## config.mk

```make
export PLATFORM = sky130hd
export DESIGN_NAME = instr_sequencer
export DESIGN_NICKNAME = d
export VERILOG_FILES = /design/src/rtl/instr_sequencer.sv
export SDC_FILE = /design/constraint.sdc
export NUM_CORES = 1
export LEC_CHECK = 0
export CAP_MARGIN = 15
export CORE_ASPECT_RATIO = 0.75
export CORE_UTILIZATION = 51
export CTS_CLUSTER_DIAMETER = 40
export CTS_CLUSTER_SIZE = 14
export DETAILED_ROUTE_END_ITERATION = 10
export PLACE_DENSITY = 0.83
export SLEW_MARGIN = 20
export SYNTH_ARGS = -nofsm -noshare
export SYNTH_HDL_FRONTEND = slang
export SYNTH_SLANG_ARGS = --single-unit
export TNS_END_PERCENT = 5
```

## constraint.sdc

```tcl
create_clock -name clk -period 2.9 [get_ports clk]
set_clock_uncertainty 0.2 [all_clocks]
set_input_delay 0.29 -clock clk [delete_from_list [all_inputs] [get_ports clk]]
set_output_delay 0.29 -clock clk [all_outputs]
set_load 0.05 [all_outputs]
```

## src/rtl/instr_sequencer.sv

```systemverilog
// Fetch/decode/execute control FSM: fetches 1- and 2-byte instructions and emits one-cycle control strobes.
// Latency: 3 cycles per one-byte instruction, 5 per two-byte; strobes are high only in the EXEC cycle.
// Backpressure: run=0 stalls only in FETCH, and an instruction already past FETCH runs to completion.
module instr_sequencer #(
  parameter int         ADDR_W = 8,
  parameter logic [3:0] HLT_OP = 4'hF
) (
  input  logic              clk,
  input  logic              rst_n,
  input  logic              run,
  input  logic [7:0]        mem_data,
  input  logic              carry,
  output logic              mem_rd,
  output logic [ADDR_W-1:0] pc,
  output logic [7:0]        ir,
  output logic [7:0]        imm,
  output logic              jump,
  output logic              jumpC,
  output logic              sin,
  output logic              InA,
  output logic              twone,
  output logic [2:0]        ula_op,
  output logic              halted,
  output logic              illegal
);

  typedef enum logic [2:0] {
    S_FETCH    = 3'd0,
    S_DECODE   = 3'd1,
    S_FETCH_OP = 3'd2,
    S_LOAD_OP  = 3'd3,
    S_EXEC     = 3'd4,
    S_HALT     = 3'd5
  } state_t;

  // Opcodes that carry meaning for the sequencer itself.
  localparam logic [3:0] OP_NOP = 4'h0;
  localparam logic [3:0] OP_LDI = 4'h1;
  localparam logic [3:0] OP_ADD = 4'h2;
  localparam logic [3:0] OP_SUB = 4'h3;
  localparam logic [3:0] OP_AND = 4'h4;
  localparam logic [3:0] OP_OR  = 4'h5;
  localparam logic [3:0] OP_NOT = 4'h6;
  localparam logic [3:0] OP_INA = 4'h7;
  localparam logic [3:0] OP_JMP = 4'h8;
  localparam logic [3:0] OP_JC  = 4'h9;

  state_t            state_q;
  logic [ADDR_W-1:0] pc_q;
  logic [ADDR_W-1:0] pc_d;
  logic [7:0]        ir_q;
  logic [7:0]        imm_q;
  logic              jump_q;
  logic              jumpC_q;
  logic              sin_q;
  logic              InA_q;
  logic              twone_q;
  logic [2:0]        ula_op_q;
  logic              halted_q;
  logic              illegal_q;

  // Decoder outputs for the opcode about to enter EXEC.
  logic [3:0] dec_op;
  logic       dec_two;
  logic       dec_jump;
  logic       dec_jumpC;
  logic       dec_sin;
  logic       dec_InA;
  logic       dec_twone;
  logic [2:0] dec_ula;
  logic       dec_ill;
  logic [3:0] exec_op;

  // Incremented PC used by both fetch states; wraps naturally at the top of the address space.
  assign pc_d    = pc_q + ADDR_W'(1);
  assign exec_op = ir_q[7:4];

  // In DECODE the opcode is still on the memory bus; in LOAD_OP it already sits in ir.
  assign dec_op = (state_q == S_DECODE) ? mem_data[7:4] : ir_q[7:4];

  // Opcode decode into strobe pattern and operand length.
  always_comb begin
    dec_two   = 1'b0;
    dec_jump  = 1'b0;
    dec_jumpC = 1'b0;
    dec_sin   = 1'b0;
    dec_InA   = 1'b0;
    dec_twone = 1'b0;
    dec_ula   = 3'd0;
    dec_ill   = 1'b0;
    if (dec_op != HLT_OP) begin
      case (dec_op)
        OP_NOP: ;
        OP_LDI: begin dec_two = 1'b1; dec_sin = 1'b1; end
        OP_ADD: begin dec_twone = 1'b1; dec_ula = 3'd1; end
        OP_SUB: begin dec_twone = 1'b1; dec_ula = 3'd2; end
        OP_AND: begin dec_twone = 1'b1; dec_ula = 3'd3; end
        OP_OR:  begin dec_twone = 1'b1; dec_ula = 3'd4; end
        OP_NOT: begin dec_sin = 1'b1; dec_ula = 3'd5; end
        OP_INA: begin dec_twone = 1'b1; dec_InA = 1'b1; end
        OP_JMP: begin dec_two = 1'b1; dec_jump = 1'b1; end
        OP_JC:  begin dec_two = 1'b1; dec_jumpC = 1'b1; end
        default: dec_ill = 1'b1;
      endcase
    end
  end

  // Sequencer FSM with registered strobes; strobes are loaded on the edge that enters EXEC.
  always_ff @(posedge clk) begin
    if (!rst_n) begin
      state_q   <= S_FETCH;
      pc_q      <= '0;
      ir_q      <= 8'h00;
      imm_q     <= 8'h00;
      jump_q    <= 1'b0;
      jumpC_q   <= 1'b0;
      sin_q     <= 1'b0;
      InA_q     <= 1'b0;
      twone_q   <= 1'b0;
      ula_op_q  <= 3'd0;
      halted_q  <= 1'b0;
      illegal_q <= 1'b0;
    end else begin
      jump_q    <= 1'b0;
      jumpC_q   <= 1'b0;
      sin_q     <= 1'b0;
      InA_q     <= 1'b0;
      twone_q   <= 1'b0;
      ula_op_q  <= 3'd0;
      illegal_q <= 1'b0;
      case (state_q)
        S_FETCH: begin
          if (run) begin
            pc_q    <= pc_d;
            state_q <= S_DECODE;
          end
        end
        S_DECODE: begin
          ir_q <= mem_data;
          if (dec_two) begin
            state_q <= S_FETCH_OP;
          end else begin
            twone_q   <= dec_twone;
            sin_q     <= dec_sin;
            InA_q     <= dec_InA;
            ula_op_q  <= dec_ula;
            illegal_q <= dec_ill;
            state_q   <= S_EXEC;
          end
        end
        S_FETCH_OP: begin
          pc_q    <= pc_d;
          state_q <= S_LOAD_OP;
        end
        S_LOAD_OP: begin
          imm_q   <= mem_data;
          jump_q  <= dec_jump;
          jumpC_q <= dec_jumpC;
          sin_q   <= dec_sin;
          state_q <= S_EXEC;
        end
        S_EXEC: begin
          if ((exec_op == OP_JMP) || ((exec_op == OP_JC) && carry)) begin
            pc_q <= ADDR_W'(imm_q);
          end
          if (exec_op == HLT_OP) begin
            halted_q <= 1'b1;
            state_q  <= S_HALT;
          end else begin
            state_q  <= S_FETCH;
          end
        end
        S_HALT: begin
          state_q <= S_HALT;
        end
        default: begin
          state_q <= S_FETCH;
        end
      endcase
    end
  end

  // The read request must be visible in the FETCH cycle itself so data arrives in DECODE;
  // it is held low while reset is asserted so no read escapes a reset cycle.
  assign mem_rd = rst_n & (((state_q == S_FETCH) & run) | (state_q == S_FETCH_OP));

  assign pc      = pc_q;
  assign ir      = ir_q;
  assign imm     = imm_q;
  assign jump    = jump_q;
  assign jumpC   = jumpC_q;
  assign sin     = sin_q;
  assign InA     = InA_q;
  assign twone   = twone_q;
  assign ula_op  = ula_op_q;
  assign halted  = halted_q;
  assign illegal = illegal_q;

endmodule

```

# After elaboration in Yosys (flattened, before gate mapping)
# Cells that the tools add are included.
[op_classes]
add_sub_neg = 1
eq_ne = 20
muxes = 20
bitwise = 6
reduce_logical = 13
[op_table]
columns = ["cell", "count"]
rows = [
  ["8-bit one-hot mux with 3 select lines", 1],
  ["4-bit == test, second input constant", 5],
  ["3-bit one-hot mux with 6 select lines", 1],
  ["4-bit by 3-bit == test with 1-bit output, second input constant", 4],
  ["8-bit 2-to-1 mux", 2],
  ["3-bit one-hot mux with 5 select lines", 1],
  ["1-bit 2-to-1 mux", 10],
  ["10-bit OR reduction", 1],
  ["3-bit 2-to-1 mux", 3],
  ["8-bit by 1-bit adder with 8-bit output, second input constant", 1],
  ["4-bit by 2-bit == test with 1-bit output, second input constant", 2],
  ["3-bit by 2-bit == test with 1-bit output, second input constant", 2],
  ["3-bit == test, second input constant", 2],
  ["3-bit AND reduction", 2],
  ["5-bit OR reduction", 1],
  ["4-bit by 1-bit == test with 1-bit output, second input constant", 1],
  ["4-bit zero test", 1],
  ["4-bit 2-to-1 mux", 1],
  ["2-bit inequality test, second input constant", 2],
  ["4-bit inequality test, second input constant", 1],
  ["4-bit OR reduction", 1],
  ["3-bit by 1-bit == test with 1-bit output, second input constant", 1],
  ["3-bit zero test", 1],
  ["1-bit inverter", 3],
  ["other kinds (9)", 10],
]
[totals]
reg_bits = 37
inputBits = 12
word_cells = 72

# Longest topological paths before layout
[depth]
word_depth = 8
depth_mapped = 6

# Least setup slack after synthesis
# No wires, ideal clock.
[synth_timing]
kind = "register -> register"
start = "register pc_q[2], in the netlist pc[2]"
end = "register pc_q[7], in the netlist pc[7]"
arrival_time_ns = 1.808
setup_slack_ns = 0.775
stages_incl_launch_ff = 5
n_path_buf = 0
period_less_slack_ns = 2.125
path_cell_list = "dfxtp_1 nand3_1 or3_1 a221o_1 a32o_1"
[synth_between]
elab_chain_cells = 3
[synth_lines]
columns = ["item", "line_no", "source"]
rows = [
  ["start, declared", "49", "logic [ADDR_W-1:0] pc_q;"],
  ["start signal, assigned", "134", "pc_q <= pc_d;"],
  ["start signal, assigned", "152", "pc_q <= pc_d;"],
  ["start signal, assigned", "164", "pc_q <= ADDR_W'(imm_q);"],
  ["8-bit by 1-bit adder with 8-bit output (*)", "75", "assign pc_d = pc_q + ADDR_W'(1);"],
  ["8-bit 2-to-1 mux", "133", "if (run) begin"],
  ["8-bit one-hot mux with 3 select lines (*)", "131", "case (state_q)"],
]
# Mark *: on every way between the ends. The rest lies on a longest branch, timed or not. The select of a mux whose other input is x is not followed.
# A chain may end at the register's enable or synchronous reset.

# Worst setup path in the final report
[layout_timing]
start = "register state_q[0]"
end = "register ula_op_q[2], in the netlist ula_op[2]"
[layout_between]
elab_chain_cells = 7
[layout_lines]
columns = ["item", "line_no", "source"]
rows = [
  ["start, declared", "48", "state_t state_q;"],
  ["start signal, assigned", "111", "state_q <= S_FETCH;"],
  ["start signal, assigned", "135", "state_q <= S_DECODE;"],
  ["start signal, assigned", "141", "state_q <= S_FETCH_OP;"],
  ["3-bit by 1-bit == test with 1-bit output (*)", "79, 131", ""],
  ["4-bit 2-to-1 mux", "79", "assign dec_op = (state_q == S_DECODE) ? mem_data[7:4] : ir_q[7:4];"],
  ["4-bit == test or 4-bit by 1-bit == test with 1-bit output (tied branches)", "92", "case (dec_op)"],
  ["3-bit OR reduction (no line)", "-", ""],
  ["1-bit 2-to-1 mux", "92", ""],
  ["1-bit 2-to-1 mux", "91", "if (dec_op != HLT_OP) begin"],
  ["4-bit OR reduction (no line)", "-", ""],
  ["end signal, assigned", "146", "ula_op_q <= dec_ula;"],
  ["end, declared", "58", "logic [2:0] ula_op_q;"],
]
# Mark *: on every way between the ends. The rest lies on a longest branch, timed or not.

==> flow_metrics.env <==
export IMPL_drcViolationCount=0
export IMPL_postSynthCellCount=190
export IMPL_mappedNetlistNets=203
export IMPL_critical_path_n_buffers_inverters=0
export IMPL_post_cts_setup_buffers=0
export IMPL_clock_path_buffers=2
export IMPL_detailedRoute_firstPassIterationCount=4
export IMPL_n_antenna_cell=0
export IMPL_starting_drc_count_in_detailed_routing=89
export IMPL_chipWidth_um=70.1
export IMPL_ys_warn_count=0
export IMPL_cellLeakagePower_nw=0.798
export IMPL_maxSlewHeadroom_pct=50.3
export IMPL_setup_worst_path_class="flip-flop to flip-flop"
export IMPL_initial_core_util_pct=53.6
export IMPL_fmaxAchievable_mhz=449
export IMPL_total_overflow_reported_by_the_global_router=0
export IMPL_number_of_input_and_output_port_buffers_inserted=46
export IMPL_worst_slew_pin_transition_ps=742
export IMPL_antenna_viol_nets_final=0
export IMPL_critPathCaptureType="flip-flop"
export IMPL_drv_cap=0
export IMPL_cts_reportedPaths_clkPinSlew_ps=70
export IMPL_place_worst_setup_slack_ps=726
export IMPL_rows=18
export IMPL_min_delay_worst_endpoint="halted"
export IMPL_dp_hpwl_mm=2.78
export IMPL_crit_family="flip-flops"
export IMPL_layout_cells_most_common_list="clkdlybuf4s50_1 (45), dfxtp_1 (37), nand2_1 (20)"
export IMPL_h_tree_depth=2
export IMPL_r2r_setup_slack_ps=670
export IMPL_post_cts_resized=0
export IMPL_post_route_period_util_pct=76.8
export IMPL_grt_start_max_net_pins=26
export IMPL_worstPathRequired_ps=2920
export IMPL_post_synth_instance_area_sq_um=1780
export IMPL_cp_start_kind="flip-flop"
export IMPL_cp_max_fo=19
export IMPL_fin_tns_setup_ps=0
export IMPL_power_ir_vdd_worst_mv=0.264
export IMPL_crit_reg2reg_launch="state_q[0]"
export IMPL_layout_filler_cells=276
export IMPL_layout_min_cycle_time_ps=2230
export IMPL_wire_length_of_the_first_global_routing_pass_mm=6.74
export IMPL_via_count=1586
export IMPL_synth_sequential_area_ratio_pct=41.7
export IMPL_die_area_sq_um=3720
export IMPL_groute_usage_overall_pct=23.9
export IMPL_timing_final_ws_setup_ps=673
export IMPL_grt_setup_unrepaired="no"
export IMPL_route_detailed_wl_per_inst_um=14.8
export IMPL_ys_async_sr_fraction_pct=0
export IMPL_clock_latency_ps=300
export IMPL_crit_slowest_cell="dfxtp_1"
export IMPL_cts_hold_buffers=0
export IMPL_routabilityCongestion=0.801
export IMPL_setup_viol_count_final=0
export IMPL_syn_area_per_cell_sq_um=9.34
export IMPL_status="finished clean"
export IMPL_area_growth_syn_to_layout_pct=30.2
export IMPL_synth_seq_cells=37
export IMPL_regToRegEndpoint="ula_op[2]"
export IMPL_ys_types=54
export IMPL_layout_drive_gt1_share_pct=7.76
export IMPL_tritoncts_num_sinks=37
export IMPL_min_delay_path_depth=1
export IMPL_critical_path_cell_chain="nor3b_2 -> mux2i_1 -> xnor2_1 -> nor3_1"
export IMPL_powerDensity_nw_per_um2=473
export IMPL_critical_path_max_stage_delay_ps=740
export IMPL_final_net_count=245
export IMPL_final_hold_violation_count=0
export IMPL_layout_cells_most_common="clkdlybuf4s50_1"
export IMPL_io_pins=47
export IMPL_cts_root_buffer_cell="clkbuf_8"
export IMPL_antenna_found_initial=0
export IMPL_fp_coreArea_sq_um=3310
export IMPL_first_global_vias=1402
export IMPL_report_final_slew_viol_count=0
export IMPL_hp_class="flip-flop to flip-flop"
export IMPL_final_seq_area_sq_um=741
export IMPL_synth_edff_count=0
export IMPL_timing_critical_path_arrival_ps=2240
export IMPL_floorplan_die_height_um=53.1
export IMPL_postRouteWirelength_mm=4.02
export IMPL_cell_depth_of_the_worst_flop_to_flop_path=4
export IMPL_multi_input_comb_area_sq_um=945
export IMPL_vias_per_cell=5.83
export IMPL_synth_top_flop_cell="dfxtp_1"
export IMPL_cts_buffers=5
export IMPL_cts_tree="built"
export IMPL_startpoint_of_the_most_critical_hold_path="halted"
-- kinds of logic (layout without fill, tap and decap cells) --
kind of cell	after synthesis	after routing	share of synthesized area [%]
compound gates	37	37	17.7
xor+xnor	1	1	0.493
fa+ha+maj	1	1	0.705
buf+inv	14	56	5.07
flops	37	37	41.7
mux	12	12	6.77
simple gates	88	88	27.6
-- where the power goes --
group | switching (W) | internal, W
Sequential | 0.0000225 | 0.000522
Clock | 0.000176 | 0.000188
Combinational | 0.000107 | 0.0000758
-- area by class of cell --
type                    instances  area share, %
clock buffers                   7           3.74
inverters                       1          0.162
multi-input cells             139           40.9
flip-flops and latches         37           32.1
well taps                      40           2.17
repair buffers                 48           21.0
-- flip-flops by register name, indices dropped and copies added, names as in the netlist, 3 cells and up --
name / cells
imm: 8
ir: 8
pc: 8
state_q: 3
ula_op: 3
-- per-stage QoR --
step	instance area (sq um)	power [W]	hold WS (ps)	util [%]	instances
5_1_grt	2310	0.00114	289	69.8	272
3_3_place_gp	2220	0.000735	251	67.2	265
4_1_cts	2310	0.00110	273	69.8	272
3_5_place_dp	2220	0.000737	257	67.2	265
2_1_floorplan	1780	0.000680	169	-	190
6_report	2310	0.00109	270	69.8	272
-- routing by layer --
metal / global-route usage, % / share of wire [%]
met1: 33.6 / 51
met2: 33.8 / 41
met3: 8.19 / 6.8
met4: 8.33 / 1.2
met5: 0 / 0
-- worst register-to-register path, cell delays in order, from the launching register on --
cell	delay (ps)
dfxtp_1	740
nor3b_2	330
mux2i_1	580
xnor2_1	150
nor3_1	150
-- cell usage after synthesis, drive strengths merged, types with 3 or more instances --
| cell type | instances | area share (%) |
|---|---|---|
| nand2 | 21 | 4.6 |
| mux2i | 12 | 6.8 |
| a21oi | 3 | 0.85 |
| nand3 | 10 | 2.8 |
| nor3b | 4 | 2.3 |
| nor2b | 10 | 3.5 |
| buf | 9 | 4.0 |
| nor3 | 7 | 2.0 |
| o21a | 4 | 1.7 |
| a31oi | 3 | 1.9 |
| a21boi | 8 | 3.4 |
| or3 | 3 | 1.1 |
| clkbuf | 4 | 0.85 |
| and2 | 3 | 1.2 |
| dfxtp | 37 | 42 |
| nor2 | 14 | 3.0 |
| o221a | 3 | 1.9 |
-- worst max-delay path by stage --
stage                     cells after the start        end  slack (ps)       start
after floorplan                               4      pc[7]         770       pc[2]
after global placement                        4    illegal         760  state_q[0]
after detailed placement                      4      pc[7]         730  state_q[1]
after CTS                                     4     mem_rd         690  state_q[1]
after global routing                          4    illegal         450  state_q[0]
final                                         4  ula_op[2]         670  state_q[0]
No activity file was read; power rests on OpenSTA's default activity.
==> RTL edit 1: new RTL, same settings <==
Set the parameter `ADDR_W` to 9 (it was 8).
--- a/src/rtl/instr_sequencer.sv
+++ b/src/rtl/instr_sequencer.sv
@@ -3,5 +3,5 @@
 // Backpressure: run=0 stalls only in FETCH, and an instruction already past FETCH runs to completion.
 module instr_sequencer #(
-  parameter int         ADDR_W = 8,
+  parameter int         ADDR_W = 9,
   parameter logic [3:0] HLT_OP = 4'hF
 ) (
Interface: changed (resized pc); port bits go from 47 to 48. The function was not compared with the original's and may differ.
==> RTL edit 1 against the original RTL <==
Final area down 0.43%. Die area down 2.5%. Non-clock buffer count up 4. Area after synthesis down 2.6%. Critical path depth unchanged. Setup slack worse by 54 ps. Routed wire length up 6.7%. Total power up 3.1%. Sequential cell count up 1. Count of clock-buffer cells in the layout unchanged.
==> RTL edit 1: results (changes against the original RTL) <==
| Metric | Value |
|---|---|
| Placed cells | 276 (+4.2%) |
| Worst R2R Start | state_q[2]$_SDFFE_PN0P_ |
| CP top delay family | buffers and inverters |
| Register area share after synthesis | 0.440 (+0.0227) |
| Worst R2R End | pc[6]$_SDFFE_PN0P_ |
| Met2 GRT Util | 0.374 (+0.0356) |
| Xor/xnor share of the synthesized area | 0.00507 (+0.000132) |
| Filler cell count | 211 (-24%) |
| Share of cells above drive strength 1 | 0.0735 (-0.00412) |
| Status | completed |
| Worst Hold Launch | ir[0]$_SDFFE_PN0N_ |
| Worst vdd ir | 0.000283 V (+7.2%) |
| Largest net degree at the start of global routing | 27 (+3.8%) |
| Setup crit end | mem_rd |
| DR vias | 1,632 (+2.9%) |
| Count of multi-input gates | 146 (+5.0%) |
| Hold WS | 261 ps (-8.98 ps) |
| Invs w/o clock | 2 (+1) |
| Worst slack, placed | 540 ps (-186 ps) |
| Avg WL per Cell | 15.2 um (+2.5%) |
| Count of different cell masters after synthesis | 44 (-19%) |
| Mux contribution to synthesized area | 0.0666 (-0.00108) |
| Top area cells in the synthesized netlist | dfxtp_1 (44%), nor2_1 (6.1%), mux2i_1 (5.8%) |
| Post-synthesis cell count | 202 (+6.3%) |
| Routability cong. | 0.896 (+12%) |
==> RTL edit 1: cell types whose count changed after synthesis, sizes merged, moves of 3 or more <==
cell | unedited run | this run
nand3 | 10 | 2
o31ai | 2 | 5
nor2b | 10 | 2
buf | 9 | 4
or3 | 3 | 0
a21oi | 3 | 18
nand2 | 21 | 25
clkbuf | 4 | 12
a21boi | 8 | 0
nor2 | 14 | 28
==> RTL edit 1: logic make-up after synthesis <==
group | after synthesis
AO/OA/AOI/OAI | 44
flip-flops | 38
multiplexers | 11
buffers and inverters | 18
XOR/XNOR | 1
AND/OR/NAND/NOR | 89
adder cells (fa/ha/maj) | 1
==> RTL edit 1: worst reg2reg max path: stages (launching register included) <==
cell and delay (ps):
dfxtp_1 520, nor2b_1 270, a41oi_1 360, or2_0 470
o221a_2 340
==> RTL edit 1: where the power goes <==
part           total (uW)  switching, uW  internal [uW]  leakage (uW)
Clock                 335            169            165     0.0000383
Sequential            562           21.9            540      0.000308
Combinational         230            142           88.4      0.000530
Total                1130            333            793      0.000876
==> RTL edit 2: new RTL, same settings <==
Made on the original files. Re-encode `state_t` (6 states) as Gray code, 3 bits wide.
--- a/src/rtl/instr_sequencer.sv
+++ b/src/rtl/instr_sequencer.sv
@@ -26,10 +26,10 @@
 
   typedef enum logic [2:0] {
-    S_FETCH    = 3'd0,
-    S_DECODE   = 3'd1,
-    S_FETCH_OP = 3'd2,
-    S_LOAD_OP  = 3'd3,
-    S_EXEC     = 3'd4,
-    S_HALT     = 3'd5
+    S_FETCH    = 3'b000,
+    S_DECODE   = 3'b001,
+    S_FETCH_OP = 3'b011,
+    S_LOAD_OP  = 3'b010,
+    S_EXEC     = 3'b110,
+    S_HALT     = 3'b111
   } state_t;
 
Behaviour: no difference found for any inputs over 10 cycles, from zero or initial values and one cycle with rst_n low; not proved beyond that.
==> RTL edit 2 against the original RTL <==
Cell count increased by 2.9%. Highest routed layer unchanged. Final area increased by 4.5%. First-iteration DRC count increased by 66%. Largest cell class unchanged. Critical path type is now reg -> out. Sequential cell count unchanged. Worst hold slack improved by 31 ps. Area after synthesis increased by 0.42%. Routed wire length increased by 10%. Fmax decreased by 10%. Setup slack got worse by 250 ps. Critical endpoint is now mem_rd. Critical path depth decreased by 1.
Power is not compared: it rests on default switching activity, and its combinational part moved more than twofold at a synthesized area within 25%.
==> RTL edit 2: results (changes against the original RTL) <==
| Metric | Value |
|---|---|
| Clk power | around 530 uW |
| Avg WL per Cell | 15.8 um (+7.1%) |
| Worst Hold Launch | pc[6]$_SDFFE_PN0P_ |
| Max clock buf depth | 2 (unchanged) |
| Synth top cells by count | dfxtp_1 (37), nor2_1 (27), mux2i_1 (14) |
| Worst Max-Slew Pin Slew | 703 ps (-39.7 ps) |
| Synth Net Count | 202 (-0.49%) |
| H-tree depth | 2 (unchanged) |
| GR Overflow Total | 0 (unchanged) |
| Complex-gate fraction of the synthesized area | 0.169 (-0.00776) |
| Routed length on met1 | 2130 um (+4.0%) |
| Worst R2R Start | state_q[0]$_SDFFE_PN0P_ |
| Synth Area in Adders | 0.00702 (-0.0000297) |
| Number of cells on the worst reg-to-reg path | 5 (+1) |
| CP top delay family | buffers and inverters |
| Met3 WL post-DR | 315 um (+16%) |
| Postcts setup bufs | 0 (unchanged) |
| CP arrival | 1990 ps (-250 ps) |
| Reg2reg setup slack | 630 ps (-40 ps) |
| Share of cells above drive strength 1 | 0.117 (+0.0391) |
| Clk network pwr share | 0.250 |
| Count of different cell masters after synthesis | 53 (-1.9%) |
| Top area cells in the synthesized netlist | dfxtp_1 (42%), mux2i_1 (7.9%), nor2_1 (5.7%) |
| Routability cong. | 0.785 (-2.0%) |
| Total CTS buffers | 5 (unchanged) |
| Final net count | 252 (+2.9%) |
| Critical-path top delay cell | clkdlybuf4s50_1 |
| Max Used Layer | met4 |
| Xor/xnor share of the synthesized area | 0.00491 (-0.0000208) |
| Status | completed |
| Cell area after placement | 0.00228 mm2 (+2.5%) |
| WL met2 | 1970 um (+19%) |
| Initial DRC count | 148 (+66%) |
| Mux contribution to synthesized area | 0.106 (+0.0383) |
| Worst min-delay path class | reg -> reg |
| Hold WS | 300 ps (+30.5 ps) |
| Port buffer count | 46 (unchanged) |
| Sequential power share | 0.330 |
| Register area share after synthesis | 0.415 (-0.00176) |
| Ys Warns | 0 (unchanged) |
| WHS Endpoint | pc[6]$_SDFFE_PN0P_ |
| Vias in the first global route | 1,484 (+5.8%) |
| First-pass GRT wire length | 7090 um (+5.2%) |
| Crit-path max FO | 12 (-7) |
| Worst R2R End | state_q[2]$_SDFFE_PN0P_ |
| DP HPWL | 3060 um (+9.9%) |
| Total GRT Usage | 0.254 (+0.0146) |
| Worst vdd ir | approximately 0.00044 V |
| Largest net degree at the start of global routing | 23 (-12%) |
| DR vias | 1,644 (+3.7%) |
| Synth async-reset ratio | 0 (unchanged) |
| Largest stage delay on the critical path | 810 ps (+70 ps) |
| Drt first pass iters | 4 (unchanged) |
| # resized after CTS | 0 (unchanged) |
RTL edit 2: per-stage QoR:
stage          std cells  worst slack (ps)
2_1_floorplan        189               882
3_3_place_gp         272               637
4_1_cts              280               406
5_1_grt              280               308
3_5_place_dp         272               623
6_report             280               421
RTL edit 2: worst reg2reg max path: cells and delay by family, from the launching register on:
kind | cells | cell delay [ps]
compound gates | 2 | 350
simple gates | 1 | 370
mux | 1 | 390
buf+inv | 1 | 270
flops | 1 | 560
RTL edit 2: metal layers:
metal | GRT usage | up-vias
met5 | 0 | -
met4 | 0.0800 | 0
met3 | 0.0952 | 4
met2 | 0.384 | 55
met1 | 0.334 | 787
li1 | - | 798
RTL edit 2: final cells by class:
cell class / instances / area [um2]
repair buffers: 54 / 520
flip-flops and latches: 37 / 741
multi-input cells: 137 / 955
clock inverters: 3 / 65.1
clock buffers: 5 / 68.8
inverters: 4 / 15.0
well taps: 40 / 50.0
fillers: 254 / 896
RTL edit 2: worst max path at each step:
stage,start,to,depth (start not counted)
floorplan,ir[7]$_SDFFE_PN0N_,pc[7]$_SDFFE_PN0P_,4
global placement,rst_n,mem_rd,4
detailed placement,rst_n,mem_rd,4
CTS,state_q[1]$_SDFFE_PN0P_,mem_rd,3
global route,state_q[1]$_SDFFE_PN0P_,mem_rd,3
finish,state_q[1]$_SDFFE_PN0P_,mem_rd,3
RTL edit 2: cells by family after synthesis:
| logic type | Yosys count |
|---|---|
| buf+inv | 15 |
| fa+ha+maj | 1 |
| xor+xnor | 1 |
| compound gates | 40 |
| flops | 37 |
| mux | 18 |
| simple gates | 77 |
